### config.mk
export PLATFORM = sky130hd
export DESIGN_NAME = sram_like_arbiter
export DESIGN_NICKNAME = d
export VERILOG_FILES = /design/src/rtl/sram_like_arbiter.sv
export SDC_FILE = /design/constraint.sdc
export NUM_CORES = 1
export LEC_CHECK = 0
export ABC_AREA = 0
export BUFFER_PORTS_ARGS = -buffer_cell sky130_fd_sc_hd__buf_2
export CAP_MARGIN = 20
export CORE_AREA = 4 4 111 113
export DETAILED_ROUTE_END_ITERATION = 8
export DIE_AREA = 0 0 115 117
export SLEW_MARGIN = 20
export SYNTH_ARGS = -nofsm -noshare
export SYNTH_HDL_FRONTEND = slang
export SYNTH_SLANG_ARGS = --single-unit
### constraint.sdc
create_clock -name clk -period 6.4 [get_ports clk]
set_clock_uncertainty 0.1 [all_clocks]
set_input_delay 0 -clock clk [delete_from_list [all_inputs] [get_ports clk]]
set_output_delay 0 -clock clk [all_outputs]
set_load 0.01 [all_outputs]
### src/rtl/sram_like_arbiter.sv
// Register FIFO with no bypass: the caller never pushes when full or pops when empty.
// Zero-latency read of the head entry.
module sync_fifo #(
   parameter int W     = 1,
   parameter int DEPTH = 4,
   localparam int PTR_W = $clog2(DEPTH),
   localparam int CNT_W = PTR_W + 1
) (
   input  logic             clk,
   input  logic             resetn,
   input  logic             push_vld,
   input  logic [W-1:0]     push_dat,
   input  logic             pop_vld,
   output logic [W-1:0]     pop_dat,
   output logic [CNT_W-1:0] count
);

   logic [W-1:0]     mem_q [DEPTH];
   logic [PTR_W-1:0] wr_ptr_q, wr_ptr_d, rd_ptr_q, rd_ptr_d;
   logic [CNT_W-1:0] cnt_q, cnt_d;

   always_comb begin
      wr_ptr_d = wr_ptr_q;
      rd_ptr_d = rd_ptr_q;
      cnt_d    = cnt_q;
      if (push_vld) wr_ptr_d = wr_ptr_q + PTR_W'(1);
      if (pop_vld)  rd_ptr_d = rd_ptr_q + PTR_W'(1);
      if (push_vld && !pop_vld)      cnt_d = cnt_q + CNT_W'(1);
      else if (pop_vld && !push_vld) cnt_d = cnt_q - CNT_W'(1);
   end

   always_ff @(posedge clk or negedge resetn) begin
      if (!resetn) begin
         wr_ptr_q <= '0;
         rd_ptr_q <= '0;
         cnt_q    <= '0;
      end else begin
         wr_ptr_q <= wr_ptr_d;
         rd_ptr_q <= rd_ptr_d;
         cnt_q    <= cnt_d;
      end
   end

   always_ff @(posedge clk) begin
      if (push_vld) mem_q[wr_ptr_q] <= push_dat;
   end

   assign pop_dat = mem_q[rd_ptr_q];
   assign count   = cnt_q;

endmodule

// N-to-1 sram-like arbiter with in-order response routing; grant and addr_ok/data_ok are zero latency.
// Backpressure: mem_addr_ok stalls the granted master (grant locked), and a full ID FIFO drops mem_req.
module sram_like_arbiter #(
   parameter int NUM_CH          = 2,
   parameter int ADDR_W          = 32,
   parameter int DATA_W          = 32,
   parameter int MAX_OUTSTANDING = 4,
   parameter int RR_MODE         = 0,
   localparam int STRB_W = DATA_W / 8,
   localparam int CNT_W  = $clog2(MAX_OUTSTANDING) + 1
) (
   input  logic                     clk,
   input  logic                     resetn,
   input  logic [NUM_CH-1:0]        ch_req,
   input  logic [NUM_CH-1:0]        ch_wr,
   input  logic [2*NUM_CH-1:0]      ch_size,
   input  logic [ADDR_W*NUM_CH-1:0] ch_addr,
   input  logic [STRB_W*NUM_CH-1:0] ch_wstrb,
   input  logic [DATA_W*NUM_CH-1:0] ch_wdata,
   output logic [NUM_CH-1:0]        ch_addr_ok,
   output logic [NUM_CH-1:0]        ch_data_ok,
   output logic [DATA_W-1:0]        ch_rdata,
   output logic                     mem_req,
   output logic                     mem_wr,
   output logic [1:0]               mem_size,
   output logic [ADDR_W-1:0]        mem_addr,
   output logic [STRB_W-1:0]        mem_wstrb,
   output logic [DATA_W-1:0]        mem_wdata,
   input  logic                     mem_addr_ok,
   input  logic                     mem_data_ok,
   input  logic [DATA_W-1:0]        mem_rdata,
   output logic [CNT_W-1:0]         outstanding,
   output logic                     err_orphan
);

   localparam int CH_W = (NUM_CH > 1) ? $clog2(NUM_CH) : 1;

   logic              lock_vld_q, lock_vld_d;
   logic [CH_W-1:0]   lock_ch_q, lock_ch_d;
   logic [CH_W-1:0]   rr_ptr_q, rr_ptr_d;
   logic              err_orphan_q, err_orphan_d;
   logic [CH_W-1:0]   winner, grant, head_ch;
   logic              rr_found;
   logic              full, hs, pop;
   logic [CNT_W-1:0]  count;

   // Round robin scans channels in order rr_ptr, rr_ptr+1, ... wrapping at NUM_CH.
   always_comb begin
      winner   = '0;
      rr_found = 1'b0;
      if (RR_MODE == 0) begin
         for (int i = NUM_CH - 1; i >= 0; i--) begin
            if (ch_req[i]) winner = CH_W'(i);
         end
      end else begin
         for (int k = 0; k < NUM_CH; k++) begin
            for (int i = 0; i < NUM_CH; i++) begin
               if (!rr_found && ch_req[i] &&
                   ((int'(rr_ptr_q) + k == i) || (int'(rr_ptr_q) + k == i + NUM_CH))) begin
                  winner   = CH_W'(i);
                  rr_found = 1'b1;
               end
            end
         end
      end
   end

   assign grant   = lock_vld_q ? lock_ch_q : winner;
   assign full    = (count == CNT_W'(MAX_OUTSTANDING));
   assign mem_req = resetn & (lock_vld_q | (|ch_req)) & ~full;
   assign hs      = mem_req & mem_addr_ok;
   assign pop     = mem_data_ok & (count != '0);

   always_comb begin
      mem_wr     = 1'b0;
      mem_size   = '0;
      mem_addr   = '0;
      mem_wstrb  = '0;
      mem_wdata  = '0;
      ch_addr_ok = '0;
      ch_data_ok = '0;
      for (int i = 0; i < NUM_CH; i++) begin
         if (resetn && grant == CH_W'(i)) begin
            mem_wr    = ch_wr[i];
            mem_size  = ch_size[2*i +: 2];
            mem_addr  = ch_addr[ADDR_W*i +: ADDR_W];
            mem_wstrb = ch_wstrb[STRB_W*i +: STRB_W];
            mem_wdata = ch_wdata[DATA_W*i +: DATA_W];
         end
         ch_addr_ok[i] = hs  && (grant == CH_W'(i));
         ch_data_ok[i] = pop && (head_ch == CH_W'(i));
      end
   end

   assign ch_rdata = resetn ? mem_rdata : '0;

   // A stalled request pins the grant so the downstream payload cannot change under it.
   always_comb begin
      lock_vld_d   = lock_vld_q;
      lock_ch_d    = lock_ch_q;
      rr_ptr_d     = rr_ptr_q;
      err_orphan_d = err_orphan_q | (mem_data_ok & (count == '0));
      if (mem_req && !mem_addr_ok) begin
         lock_vld_d = 1'b1;
         lock_ch_d  = grant;
      end else if (hs) begin
         lock_vld_d = 1'b0;
      end
      if (RR_MODE != 0 && hs) begin
         rr_ptr_d = (grant == CH_W'(NUM_CH - 1)) ? '0 : grant + CH_W'(1);
      end
   end

   always_ff @(posedge clk or negedge resetn) begin
      if (!resetn) begin
         lock_vld_q   <= 1'b0;
         lock_ch_q    <= '0;
         rr_ptr_q     <= '0;
         err_orphan_q <= 1'b0;
      end else begin
         lock_vld_q   <= lock_vld_d;
         lock_ch_q    <= lock_ch_d;
         rr_ptr_q     <= rr_ptr_d;
         err_orphan_q <= err_orphan_d;
      end
   end

   sync_fifo #(
      .W     (CH_W),
      .DEPTH (MAX_OUTSTANDING)
   ) u_id_fifo (
      .clk      (clk),
      .resetn   (resetn),
      .push_vld (hs),
      .push_dat (grant),
      .pop_vld  (pop),
      .pop_dat  (head_ch),
      .count    (count)
   );

   assign outstanding = count;
   assign err_orphan  = err_orphan_q;

endmodule

### Word level (Yosys, flattened, before mapping)

Memory sizes are Yosys's and may differ from the RTL's.
Index checks and enable logic that the tools add are counted.

| storage, ports and cells | value |
|---|---|
| bits in writable memories | 4 |
| logic and storage cells | 59 |
| register bits after elaboration | 10 |
| memories kept | 1 |
| output and inout port bits | 112 |

Memory list:

| memory | words | bits a word | rd ports | clocked after Yosys merged registers in | write ports | RTL line | RTL |
|---|---|---|---|---|---|---|---|
| u_id_fifo.mem_q | 4 | 1 | 1 | 0 | 1 | 18 | `logic [W-1:0] mem_q [DEPTH];` |

| cells by class | value |
|---|---|
| muxes and demuxes | 20 |
| eq/ne operators | 1 |
| add/sub/neg operators | 4 |
| bitwise gates (word level) | 10 |
| reductions and logical operators | 17 |

Operator list:

| operator | count |
|---|---|
| 32-bit two-way mux | 5 |
| 1-bit logical AND | 9 |
| 1-bit two-way mux | 9 |
| 4-bit two-way mux | 2 |
| 3-bit two-way mux | 2 |
| 1-bit AND | 5 |
| 2-bit by 1-bit adder with 2-bit output, second input constant | 2 |
| 2-bit two-way mux | 2 |
| 2-bit nonzero test | 2 |
| 3-bit by 1-bit adder with 3-bit output, second input constant | 1 |
| 3-bit == test, second input constant | 1 |
| 1-bit zero test | 3 |
| 3-bit zero test | 1 |
| 1-bit inverter | 3 |
| 3-bit nonzero test | 1 |
| 3-bit by 1-bit subtractor with 3-bit output, second input constant | 1 |
| 1-bit bitwise OR | 2 |
| 2-bit OR reduction | 1 |

### Depth between registers and ports, before layout

Gate-level depths: netlist of the first run.

| logic depth | value |
|---|---|
| word-level depth | 9 |
| mapped depth | 8 |
| gate-level depth less buffers | 8 |

### Cells and area by module

From an unflattened synthesis of the first run, not the netlist that was laid out.

| unflattened totals | value |
|---|---|
| cells, all modules | 188 |
| area, all modules | 1716.6 µm² |

Modules (own cells, without submodules):

| module | cells each | times used | seq. area each (µm²) | area each (µm²) |
|---|---|---|---|---|
| sram_like_arbiter | 151 | 1 | 75.1 | 1196.1 |
| sync_fifo | 37 | 1 | 295.3 | 520.5 |

### Worst setup path before layout of the first run

No wires, ideal clock.

| path | value |
|---|---|
| path type | reg-to-reg |
| start point | register u_id_fifo.cnt_q[2] (netlist: u_id_fifo.count[2]) |
| end point | register u_id_fifo.cnt_q[2] (netlist: u_id_fifo.count[2]) |
| cell stages (with the launch flop) | 9 |
| arrival | 2081 ps |
| path slack | 4140 ps |
| period minus slack after synthesis | 2260 ps |
| buffers on the path | 0 |
| required time | 6221 ps |
| path through | dfrtp_1 nor3b_4 nor4b_4 ha_1 inv_1 fa_1 xor2_1 nor2_1 xor2_1 |

| between the ends | value |
|---|---|
| word-level cells in the longest chain between the ends | 7 |
| elaborated cells on any way between the ends | 15 |
| classes of those cells | add/sub: 2; eq/ne: 1; mux: 2; bitwise: 4; reduce/logical: 6 |

Ends and longest elaborated chain:

| item | RTL line | RTL |
|---|---|---|
| start: declaration | 20 | `logic [CNT_W-1:0] cnt_q, cnt_d;` |
| start signal: assignment | 40 | `cnt_q <= cnt_d;` |
| 3-bit == test * | 121 | `assign full = (count == CNT_W'(MAX_OUTSTANDING));` |
| 1-bit inverter * | 122 | `assign mem_req = resetn & (lock_vld_q \| (\|ch_req)) & ~full;` |
| 1-bit AND * | 122 |  |
| 1-bit AND * | 123 | `assign hs = mem_req & mem_addr_ok;` |
| net hs | 96 | `logic full, hs, pop;` |
| 1-bit zero test | 29 | `else if (pop_vld && !push_vld) cnt_d = cnt_q - CNT_W'(1);` |
| 1-bit logical AND | 29 |  |
| 2-bit nonzero test (no line) | - |  |

The timed path passes the listed nets; every way through them passes the cells marked *. The select of a mux whose other input is x is not followed.
A chain may end at the register's enable or synchronous reset.

### Worst setup path in the final report of the first run

| path | value |
|---|---|
| start point | input port resetn |
| end point | register u_id_fifo.cnt_q[2] (netlist: u_id_fifo.count[2]) |

| between the ends | value |
|---|---|
| word-level cells in the longest chain between the ends | 6 |
| elaborated cells on any way between the ends | 8 |
| classes of those cells | mux: 1; bitwise: 3; reduce/logical: 4 |

Ends and longest elaborated chain:

| item | RTL line | RTL |
|---|---|---|
| start: declaration | 65 | `input logic resetn,` |
| 1-bit AND * (2 in series) | 122 |  |
| 1-bit AND * | 123 |  |
| net hs | 96 |  |
| 1-bit zero test | 29 |  |
| 1-bit logical AND | 29 |  |
| 2-bit nonzero test (no line) | - |  |

The timed path passes the listed nets; every way through them passes the cells marked *.

==> results of run 1 <==
placed cells by master, fill, tap and decap left out:
cell and count:
fa_1 1, nor3_2 1, buf_4 2, and2_2 2, or2_2 1, nor3b_4 1, nor4_1 1, clkbuf_16 3
o21ba_1 1, nor3b_2 1, inv_2 1, nor3_4 1, buf_2 291, o21a_2 1, xnor2_1 4, nor3_1 2
xor2_1 2, nor2b_1 2, nand2b_1 1, nor4b_4 1, and2_1 36, mux4_2 1, a21o_1 1, ha_1 5
clkbuf_8 1, dlygate4sd3_1 2, mux2_2 2, dfrtp_1 10, nand3b_1 1, edfxtp_1 4, inv_1 3, mux2_4 1
nor2_1 2, a22o_1 71
critical path, delay by kind of cell:
family,cells,cell delay [ns]
buf+inv,4,1.27
simple gates,2,0.70
fa+ha+maj,2,0.64
xor+xnor,2,0.30
power groups by stage:
stage / logic [mW] / clock network (mW) / registers (mW)
after global routing: 0.636 / 0.138 / 0.173
after floorplan: 0.356 / 0 / 0.169
after detailed placement: 0.583 / 0 / 0.169
after CTS: 0.589 / 0.132 / 0.168
after global placement: 0.575 / 0 / 0.166
final: 0.578 / 0.130 / 0.168
metal layers:
metal | global-route usage | vias to the layer above | share of wire
li1 | - | 1248 | -
met1 | 0.151 | 1208 | 0.39
met2 | 0.223 | 163 | 0.50
met3 | 0.0262 | 8 | 0.10
met4 | 0.0250 | 0 | 0.010
met5 | 0 | - | 0
sequential cells by signal (all words and copies together), names as in the netlist:
signal              flops
u_id_fifo.count         3
u_id_fifo.wr_ptr_q      2
err_orphan              1
lock_vld_q              1
lock_ch_q               1
u_id_fifo.rd_ptr_q      2
u_id_fifo.mem_q         4
worst max path at each step:
| stage | from | to | slack (ns) | cells after the start |
|---|---|---|---|---|
| 2_1_floorplan | u_id_fifo.count[2] | u_id_fifo.count[2] | 4.14 | 8 |
| 3_3_place_gp | resetn | u_id_fifo.count[2] | 3.91 | 9 |
| 3_5_place_dp | resetn | u_id_fifo.count[2] | 3.80 | 9 |
| 4_1_cts | resetn | u_id_fifo.count[2] | 3.52 | 10 |
| 5_1_grt | resetn | u_id_fifo.count[2] | 3.19 | 10 |
| 6_report | resetn | u_id_fifo.count[2] | 3.55 | 10 |
metrics by stage:
stage / utilization / area, um^2 / instances
6_report: 0.297 / 3370 / 603
5_1_grt: 0.297 / 3370 / 603
4_1_cts: 0.297 / 3370 / 603
3_5_place_dp: 0.288 / 3260 / 597
3_3_place_gp: 0.288 / 3260 / 597
2_1_floorplan: - / 1740 / 179
cell type report:
type | count | area (um^2)
clock buffers | 4 | 88.8
fillers | 1203 | 7960
inverters | 4 | 15.0
multi-input cells | 143 | 1220
flip-flops and latches | 14 | 370
well taps | 143 | 179
repair buffers | 295 | 1490
logic make-up (layout without fill, tap and decap cells):
family,Yosys count,after routing,synth area share
AO/OA/AOI/OAI,74,74,0.373
AND/OR/NAND/NOR,53,53,0.218
buffers and inverters,22,303,0.0836
flip-flops,14,14,0.213
adder cells (fa/ha/maj),6,6,0.0476
XOR/XNOR,6,6,0.0303
multiplexers,4,4,0.0346
==> results.tsv, run 1 <==
stage	metric	value	unit
status	status	finished clean	
grt	pin count of the biggest net entering global routing	72	
pwr	overall power	0.875	mW
finish	Area growth syn-to-layout	93.9	%
synth	Syn Std Cell Area	0.00174	mm^2
timing	total negative slack	0	ns
pwr	part of the power in combinational logic	0.660	
synth	count leader, synth	a22o_1	
clocking	CTS Buffer Depth	2	
clocking	CTS tree	built	
drt	DR vias/cell	4.36	
synth	Avg Synthesized Cell Area	9.70	um^2
placed_design	post-place setup slack	3.80	ns
clocking	# clock sinks	14	
timing	Slew Viols, Final	0	
synth	top-area cell type share of the netlist area	0.358	
floorplanning	Core Area	0.0113	mm^2
pwr	PwrDens	260	mW/mm^2
clocking	Setup Buffers After CTS	0	
drt	Detail Route Antenna Nets	0	
timing	period utilization	0.445	
synth	Main synth FF type	dfrtp_1	
hold_path	hold endpoint	lock_ch_q	
synth	post-synthesis register bit count	14	
floorplanning	die height	117	um
finish	fin nets	647	
clocking	post-cts hold buffer count	2	
critical_path	CP Class	input port to flip-flop	
critical_path	Largest stage delay, worst path	0.59	ns
timing	Final setup violation count	0	
synth	cells after synthesis	179	
timing	Tightest Pin Transition	0.732	ns
clocking	CTS buffer count	3	
grt	initial antenna violation count	0	
synth	sequential fraction of the synthesis area	0.213	
pwr	Leak	1.96	nW
clocking	Clock Latency Late Sink	0.24	ns
drt	Vias	2627	
floorplanning	IO Pins	292	
drt	WL final	9520	um
grt	Total GRT Usage	0.123	
grt	first-pass GRT wire length	13100	um
hold_path	Worst Hold Launch	mem_addr_ok	
critical_path	Worst setup SP type	input port	
drt	DRC Markers	0	
synth	largest cells by area after synthesis	a22o_1 (36%), dfrtp_1 (14%), and2_1 (13%)	
critical_path	Worst Path Arrival	2.92	ns
critical_path	worst-path fanout max	44	
placed_design	post-detail-place hpwl	8060	um
clocking	Root Driver	clkbuf_16	
floorplanning	FP Rows	39	
critical_path	r2r worst-path depth	8	
critical_path	worst reg2reg endpoint	u_id_fifo.count[2]	
critical_path	worst r2r src	u_id_fifo.count[2]	
pwr	Flop pwr share	0.192	
timing	Final WS setup	3.55	ns
floorplanning	die width	115	um
placed_design	routability cong.	0.873	
critical_path	cell at the slowest stage of the critical path	nor4b_4	
synth	Synth Warn #	0	
clocking	Post-CTS Resized	0	
synth	dominant cell type by area after synthesis	a22o_1	
floorplanning	die area	0.0135	mm^2
timing	relative slew slack	0.512	
critical_path	Worst Path Required	6.47	ns
synth	Mapped Nets	365	
pwr	switching power	0.370	mW
floorplanning	initial core utilization	0.153	
grt	vias in the first global route	2528	
critical_path	Critical Path, Cell by Cell	dlygate4sd3_1, buf_2, inv_2, nor4b_4, ha_1, inv_1, fa_1, xor2_1, nor2_1, xor2_1	
clocking	clock slew at reported path FFs	0.05	ns
synth	ys async rst share	0.714	
timing	RSZ-0062 raised after global routing	false	
hold_path	worst hold path class	input port to flip-flop	
pwr	Sw Ratio	0.423	
critical_path	most frequent CP cell	xor2_1	
hold_path	worst hold path depth	3	
critical_path	flop2flop setup slack	4.00	ns
finish	layout cells sized above 1	0.676	
pwr	Clk pwr share	0.148	
pwr	Int Power	0.505	mW
timing	Peak Freq	0.351	GHz
synth	Yosys cell types	32	
synth	Post-synth EDFFs	4	
synth	Commonest cells post-synth	a22o_1 (71), and2_1 (36), dfrtp_1 (10)	
clocking	CTS H-tree lvls	1	
finish	ANT cells	0	
drt	drt pass-1 iters	4	
timing	hold_ws	0.0649	ns
grt	GR Overflow Total	0	
drt	WL/cell	15.8	um
timing	post-layout min period	2.85	ns
placed_design	I/O Buffers	291	
timing	final hold vios	0	
drt	drt initial violations	141	
critical_path	Critical Path End Type	flip-flop	
pwr	Peak supply drop	141	uV
flow_run	max_cap viols	0	
Power figures use the tool's default switching activity.
==> run 2: changes to the inputs <==
Settings changed: ABC_AREA 0 to 1, CORE_AREA 4 4 111 113 to 4 4 113 115, DIE_AREA 0 0 115 117 to 0 0 117 119.
Clock period 6.4 ns to 2.49 ns, I/O delays scaled along.
==> run 2 against run 1 <==
Routed wire length down 1.0%. Largest cell class unchanged. Final cell count up 35%. Total power rose to 2.5 times the previous value. Critical endpoint unchanged. Non-clock buffer count up 5.
==> results.tsv, run 2 <==
stage	metric	value	unit
status	status	finished clean	
clocking	CTS buffer count	3	
pwr	Peak supply drop	322	uV
synth	Synth Warn #	0	
pwr	Leak	2.66	nW
critical_path	worst-path fanout max	4	
drt	DR vias/cell	4.10	
hold_path	Worst Hold Launch	ch_req[0]	
placed_design	I/O Buffers	291	
synth	cells after synthesis	392	
drt	drt pass-1 iters	4	
pwr	PwrDens	571	mW/mm^2
clocking	CTS Buffer Depth	2	
synth	Syn Std Cell Area	0.00227	mm^2
synth	Post-Synth Adder-Cell Area	0.0364	
drt	Vias	3344	
grt	first-pass GRT wire length	13600	um
critical_path	worst reg2reg endpoint	u_id_fifo.count[2]	
floorplanning	initial core utilization	0.192	
critical_path	Worst setup SP type	flip-flop	
clocking	Root Driver	clkbuf_16	
critical_path	worst r2r src	u_id_fifo.count[0]	
synth	post-synthesis simple-gate area fraction	0.582	
timing	post-layout min period	2.13	ns
timing	final hold vios	0	
clocking	CTS tree	built	
critical_path	CP Class	flip-flop to flip-flop	
finish	Largest register FFs	4	
finish	commonest non-fill, non-tap cell in the layout	buf_2	
pwr	overall power	2.20	mW
synth	dominant cell type by area after synthesis	nand2_1	
critical_path	Worst Path Required	2.56	ns
drt	WL/cell	11.5	um
grt	initial antenna violation count	0	
floorplanning	IO Pins	292	
synth	multiplexer share of the synthesized area	0	
finish	Area growth syn-to-layout	69.8	%
finish	ANT cells	0	
synth	Commonest cells post-synth	nand2_1 (196), inv_1 (48), nand3_1 (48)	
timing	relative slew slack	0.554	
hold_path	hold endpoint	u_id_fifo.wr_ptr_q[1]	
critical_path	flop2flop setup slack	0.36	ns
floorplanning	die area	0.0139	mm^2
clocking	clock slew at reported path FFs	0.05	ns
synth	ys async rst share	0.714	
synth	sequential fraction of the synthesis area	0.163	
critical_path	Critical Path End Type	flip-flop	
clocking	Clock Latency Late Sink	0.25	ns
synth	xor/xnor cell area share of the yosys netlist	0.0154	
timing	total negative slack	0	ns
floorplanning	Core Area	0.0118	mm^2
floorplanning	FP Rows	40	
drt	drt initial violations	114	
grt	Total GRT Usage	0.117	
synth	top-area cell type share of the netlist area	0.324	
finish	commonest non-fill, non-tap cells in the layout	buf_2 (290), nand2_1 (196), nand3_1 (48), inv_1 (48), nand3_2 (24)	
floorplanning	die width	117	um
placed_design	routability cong.	0.770	
critical_path	Worst Path Arrival	2.21	ns
synth	largest family of logic cells by synthesized area	simple AND/OR/NAND/NOR gates	
drt	Detail Route Antenna Nets	0	
finish	layout cells sized above 1	0.495	
drt	DRC Markers	0	
critical_path	r2r worst-path depth	10	
clocking	CTS H-tree lvls	1	
synth	Yosys cell types	25	
timing	Peak Freq	0.469	GHz
drt	WL final	9420	um
clocking	# clock sinks	14	
timing	Tightest Pin Transition	0.669	ns
finish	Reg with most FFs	u_id_fifo.mem_q	
grt	GR Overflow Total	0	
synth	Main synth FF type	dfrtp_1	
grt	pin count of the biggest net entering global routing	67	
synth	post-synthesis register bit count	14	
placed_design	post-detail-place hpwl	7630	um
timing	Slew Viols, Final	0	
grt	vias in the first global route	3022	
floorplanning	die height	119	um
synth	Mapped Nets	578	
flow_run	max_cap viols	0	
timing	period utilization	0.857	
hold_path	worst hold path depth	5	
synth	largest cells by area after synthesis	nand2_1 (32%), dfrtp_1 (11%), nand3_1 (11%)	
synth	count leader, synth	nand2_1	
timing	Final setup violation count	0	
finish	fin nets	856	
hold_path	worst hold path class	input port to flip-flop	
synth	Post-synth EDFFs	4	
synth	Avg Synthesized Cell Area	5.79	um^2
synth	post-synthesis compound-gate area fraction	0.0171	
timing	RSZ-0062 raised after global routing	false	
## run 2: changes by cell type after synthesis, sizes merged, moves of 3 or more
cell / before / now
nand2: 0 / 198
nand4: 0 / 5
inv: 4 / 49
and2: 38 / 0
clkbuf: 3 / 0
buf: 15 / 27
a22o: 71 / 0
nor3: 4 / 0
mux2: 3 / 0
a21oi: 0 / 3
nand3: 0 / 72
nor2: 2 / 11
## run 2: critical path, stage by stage, from the launching register on
cell and delay, ns:
dfrtp_1 0.42, nor2_1 0.27, nand2_1 0.11, nand2_1 0.15, ha_1 0.17, inv_1 0.07, fa_1 0.39, nand2_1 0.08
nand2_1 0.04, nor2_1 0.11, xor2_1 0.15
## run 2: power by group
part           total, mW  leakage [nW]  switching [mW]  internal, mW
Sequential         0.408         0.155          0.0813         0.327
Combinational       1.47          2.46           0.881         0.592
Clock              0.320        0.0382           0.103         0.217
Total               2.20          2.66            1.06          1.14
## run 2: routing by layer
| layer | up-vias | track usage | wire length (um) |
|---|---|---|---|
| met2 | 193 | 0.222 | 4630 |
| met1 | 1383 | 0.133 | 3670 |
| met4 | 0 | 0.0272 | 123 |
| li1 | 1757 | - | - |
| met5 | - | 0 | 0 |
| met3 | 11 | 0.0183 | 1000 |
## run 2: stage by stage
step / util / hold slack [ns] / cell area (um^2) / setup WS [ns] / std cells
detailed placement: 0.317 / 0.0545 / 3750 / 0.362 / 809
CTS: 0.326 / 0.145 / 3850 / 0.355 / 816
finish: 0.326 / 0.140 / 3850 / 0.357 / 816
floorplan: - / -0.396 / 2270 / 0.487 / 392
global placement: 0.317 / 0.0671 / 3750 / 0.429 / 809
global route: 0.326 / 0.185 / 3850 / 0.202 / 816
## run 2: worst max path at each step
stage                             startpoint                 end  slack [ns]  cells past startpoint
after floorplan           u_id_fifo.count[0]  u_id_fifo.count[2]        0.49                     11
after global placement    u_id_fifo.count[0]  u_id_fifo.count[2]        0.43                     10
after detailed placement  u_id_fifo.count[0]  u_id_fifo.count[2]        0.36                     10
after CTS                 u_id_fifo.count[0]  u_id_fifo.count[2]        0.36                     10
after global routing      u_id_fifo.count[0]  u_id_fifo.count[2]        0.20                     10
final                     u_id_fifo.count[0]  u_id_fifo.count[2]        0.36                     10
## run 2: final cells by class
cell class | count | area [um^2]
Tap cell | 147 | 184
Inverter | 49 | 184
Timing Repair Buffer | 300 | 1560
Clock buffer | 4 | 78.8
Sequential cell | 14 | 370
Multi-Input combinational cell | 302 | 1480
Fill cell | 1309 | 7960
## run 2: logic make-up after synthesis
logic type	Yosys count
and+or+nand+nor	286
buffers and inverters	76
AOI/OAI and AO/OA	6
DFF	14
xor gates and xnor gates	4
adders and majority gates	6
## run 2: what timing repair did
action	in CTS	in global routing
hold buffers	3	0
endpoints found under the hold margin	14	0
gates resized for setup	0	0
buffers inserted	0	0
==> run 3: changes to the inputs <==
Settings changed: REMOVE_ABC_BUFFERS set to 1.
==> run 3 against run 2 <==
Non-clock buffer count decreased by 1. Routed wire length increased by 4.1%. Worst hold slack improved by 0.017 ns. Count of clock-buffer cells in the layout unchanged. Total power decreased by 0.63%. Critical path type unchanged. Highest routed layer unchanged.
==> results.tsv, run 3 (synthesis gave the netlist of run 2 again) <==
stage	metric	value	unit
pwr	Leak	2.65	nW
floorplanning	die area	0.0139	mm^2
drt	DRC Markers	0	
floorplanning	Core Area	0.0118	mm^2
critical_path	Worst Path Required	2.55	ns
grt	initial antenna violation count	0	
clocking	Clock Latency Late Sink	0.24	ns
grt	vias in the first global route	3194	
critical_path	Worst Path Arrival	2.22	ns
finish	ANT cells	0	
drt	drt pass-1 iters	4	
placed_design	post-detail-place hpwl	8180	um
timing	period utilization	0.867	
placed_design	routability cong.	0.768	
floorplanning	die height	119	um
flow_run	max_cap viols	0	
finish	Largest register FFs	4	
floorplanning	die width	117	um
finish	Reg with most FFs	u_id_fifo.mem_q	
drt	DR vias/cell	4.04	
clocking	CTS tree	built	
timing	Final setup violation count	0	
clocking	Root Driver	clkbuf_16	
pwr	PwrDens	570	mW/mm^2
grt	GR Overflow Total	0	
finish	filler instances	1346	
placed_design	I/O Buffers	291	
drt	Detail Route Antenna Nets	0	
clocking	CTS buffer count	3	
floorplanning	FP Rows	40	
critical_path	Worst setup SP type	flip-flop	
timing	RSZ-0062 raised after global routing	false	
pwr	overall power	2.19	mW
clocking	CTS H-tree lvls	1	
grt	first-pass GRT wire length	15100	um
finish	commonest non-fill, non-tap cell in the layout	buf_2	
timing	relative slew slack	0.500	
clocking	clock slew at reported path FFs	0.05	ns
clocking	CTS Buffer Depth	2	
placed_design	Post-DP Area	0.00373	mm^2
critical_path	Critical Path End Type	flip-flop	
timing	post-layout min period	2.16	ns
finish	fin nets	855	
timing	Final WS setup	0.330	ns
critical_path	CP Class	flip-flop to flip-flop	
drt	WL final	9810	um
finish	commonest non-fill, non-tap cells in the layout	buf_2 (290), nand2_1 (196), nand3_1 (48), inv_1 (48), nand3_2 (24)	
drt	drt initial violations	137	
pwr	Peak supply drop	241	uV
floorplanning	IO Pins	292	
grt	Total GRT Usage	0.129	
finish	Area growth syn-to-layout	68.9	%
timing	total negative slack	0	ns
placed_design	Cells after DPL	808	
finish	layout cells sized above 1	0.494	
timing	Slew Viols, Final	0	
clocking	# clock sinks	14	
timing	final hold vios	0	
finish	fin cells	815	
grt	pin count of the biggest net entering global routing	58	
hold_path	worst hold path class	input port to flip-flop	
timing	Tightest Pin Transition	0.750	ns
critical_path	worst-path fanout max	9	
status	status	finished clean	
floorplanning	initial core utilization	0.192	
timing	Peak Freq	0.463	GHz
placed_design	post-place setup slack	0.350	ns
drt	Vias	3291	
drt	WL/cell	12.0	um
finish	Layout Cell Area excl Fill	0.00383	mm^2
-- run 3: cell types whose count changed in the layout (fill, tap and decap cells not counted), sizes merged --
| cell | before | now |
|---|---|---|
| buf | 297 | 296 |
-- run 3: what timing repair did --
item,4_1_cts,5_1_grt
buffers inserted,0,0
hold buffers,3,0
endpoints found under the hold margin,14,0
resized for setup,0,0
-- run 3: cell type report --
class                      count  area, um^2  share of cell area
clock buffer                   4        78.8              0.0206
multi-input combinational    302        1480               0.386
timing repair buffer         299        1540               0.401
tap                          147         184              0.0480
inverter                      49         184              0.0480
sequential                    14         370              0.0966
-- run 3: worst max-delay path, cell delays in order (launching register included) --
cell	delay (ns)
dfrtp_1	0.43
nor2_1	0.12
nand2_1	0.11
nand4_2	0.22
inv_1	0.12
ha_1	0.14
inv_1	0.07
fa_1	0.38
nand2_1	0.08
nand2_1	0.05
nor2_1	0.11
xor2_1	0.15
-- run 3: metrics by stage --
stage          hold WS, ns   util
3_5_place_dp        0.0540  0.315
5_1_grt              0.184  0.325
2_1_floorplan       -0.396      -
3_3_place_gp        0.0501  0.315
4_1_cts              0.158  0.325
6_report             0.156  0.325
-- run 3: final timing paths --
path	from	to	slack (ns)	cells after the start
min in group asynchronous	resetn	u_id_fifo.count[1]	0.32	3
worst max-delay path	u_id_fifo.count[0]	u_id_fifo.count[2]	0.33	11
worst min-delay path	ch_req[0]	u_id_fifo.wr_ptr_q[0]	0.16	5
worst max register to register	u_id_fifo.count[0]	u_id_fifo.count[2]	0.33	11
worst min register to register	err_orphan	err_orphan	0.36	1
max in group asynchronous	resetn	u_id_fifo.rd_ptr_q[1]	1.43	3
-- run 3: power by group --
part	internal, mW	switching [mW]
registers	0.327	0.0856
clock network	0.216	0.0882
logic	0.577	0.893
total	1.12	1.07
-- run 3: per-layer routing --
metal | global-route usage | wire length (um)
met4 | 0.00860 | 29
met2 | 0.231 | 4970
met3 | 0.0183 | 641
met1 | 0.168 | 4170
met5 | 0 | 0
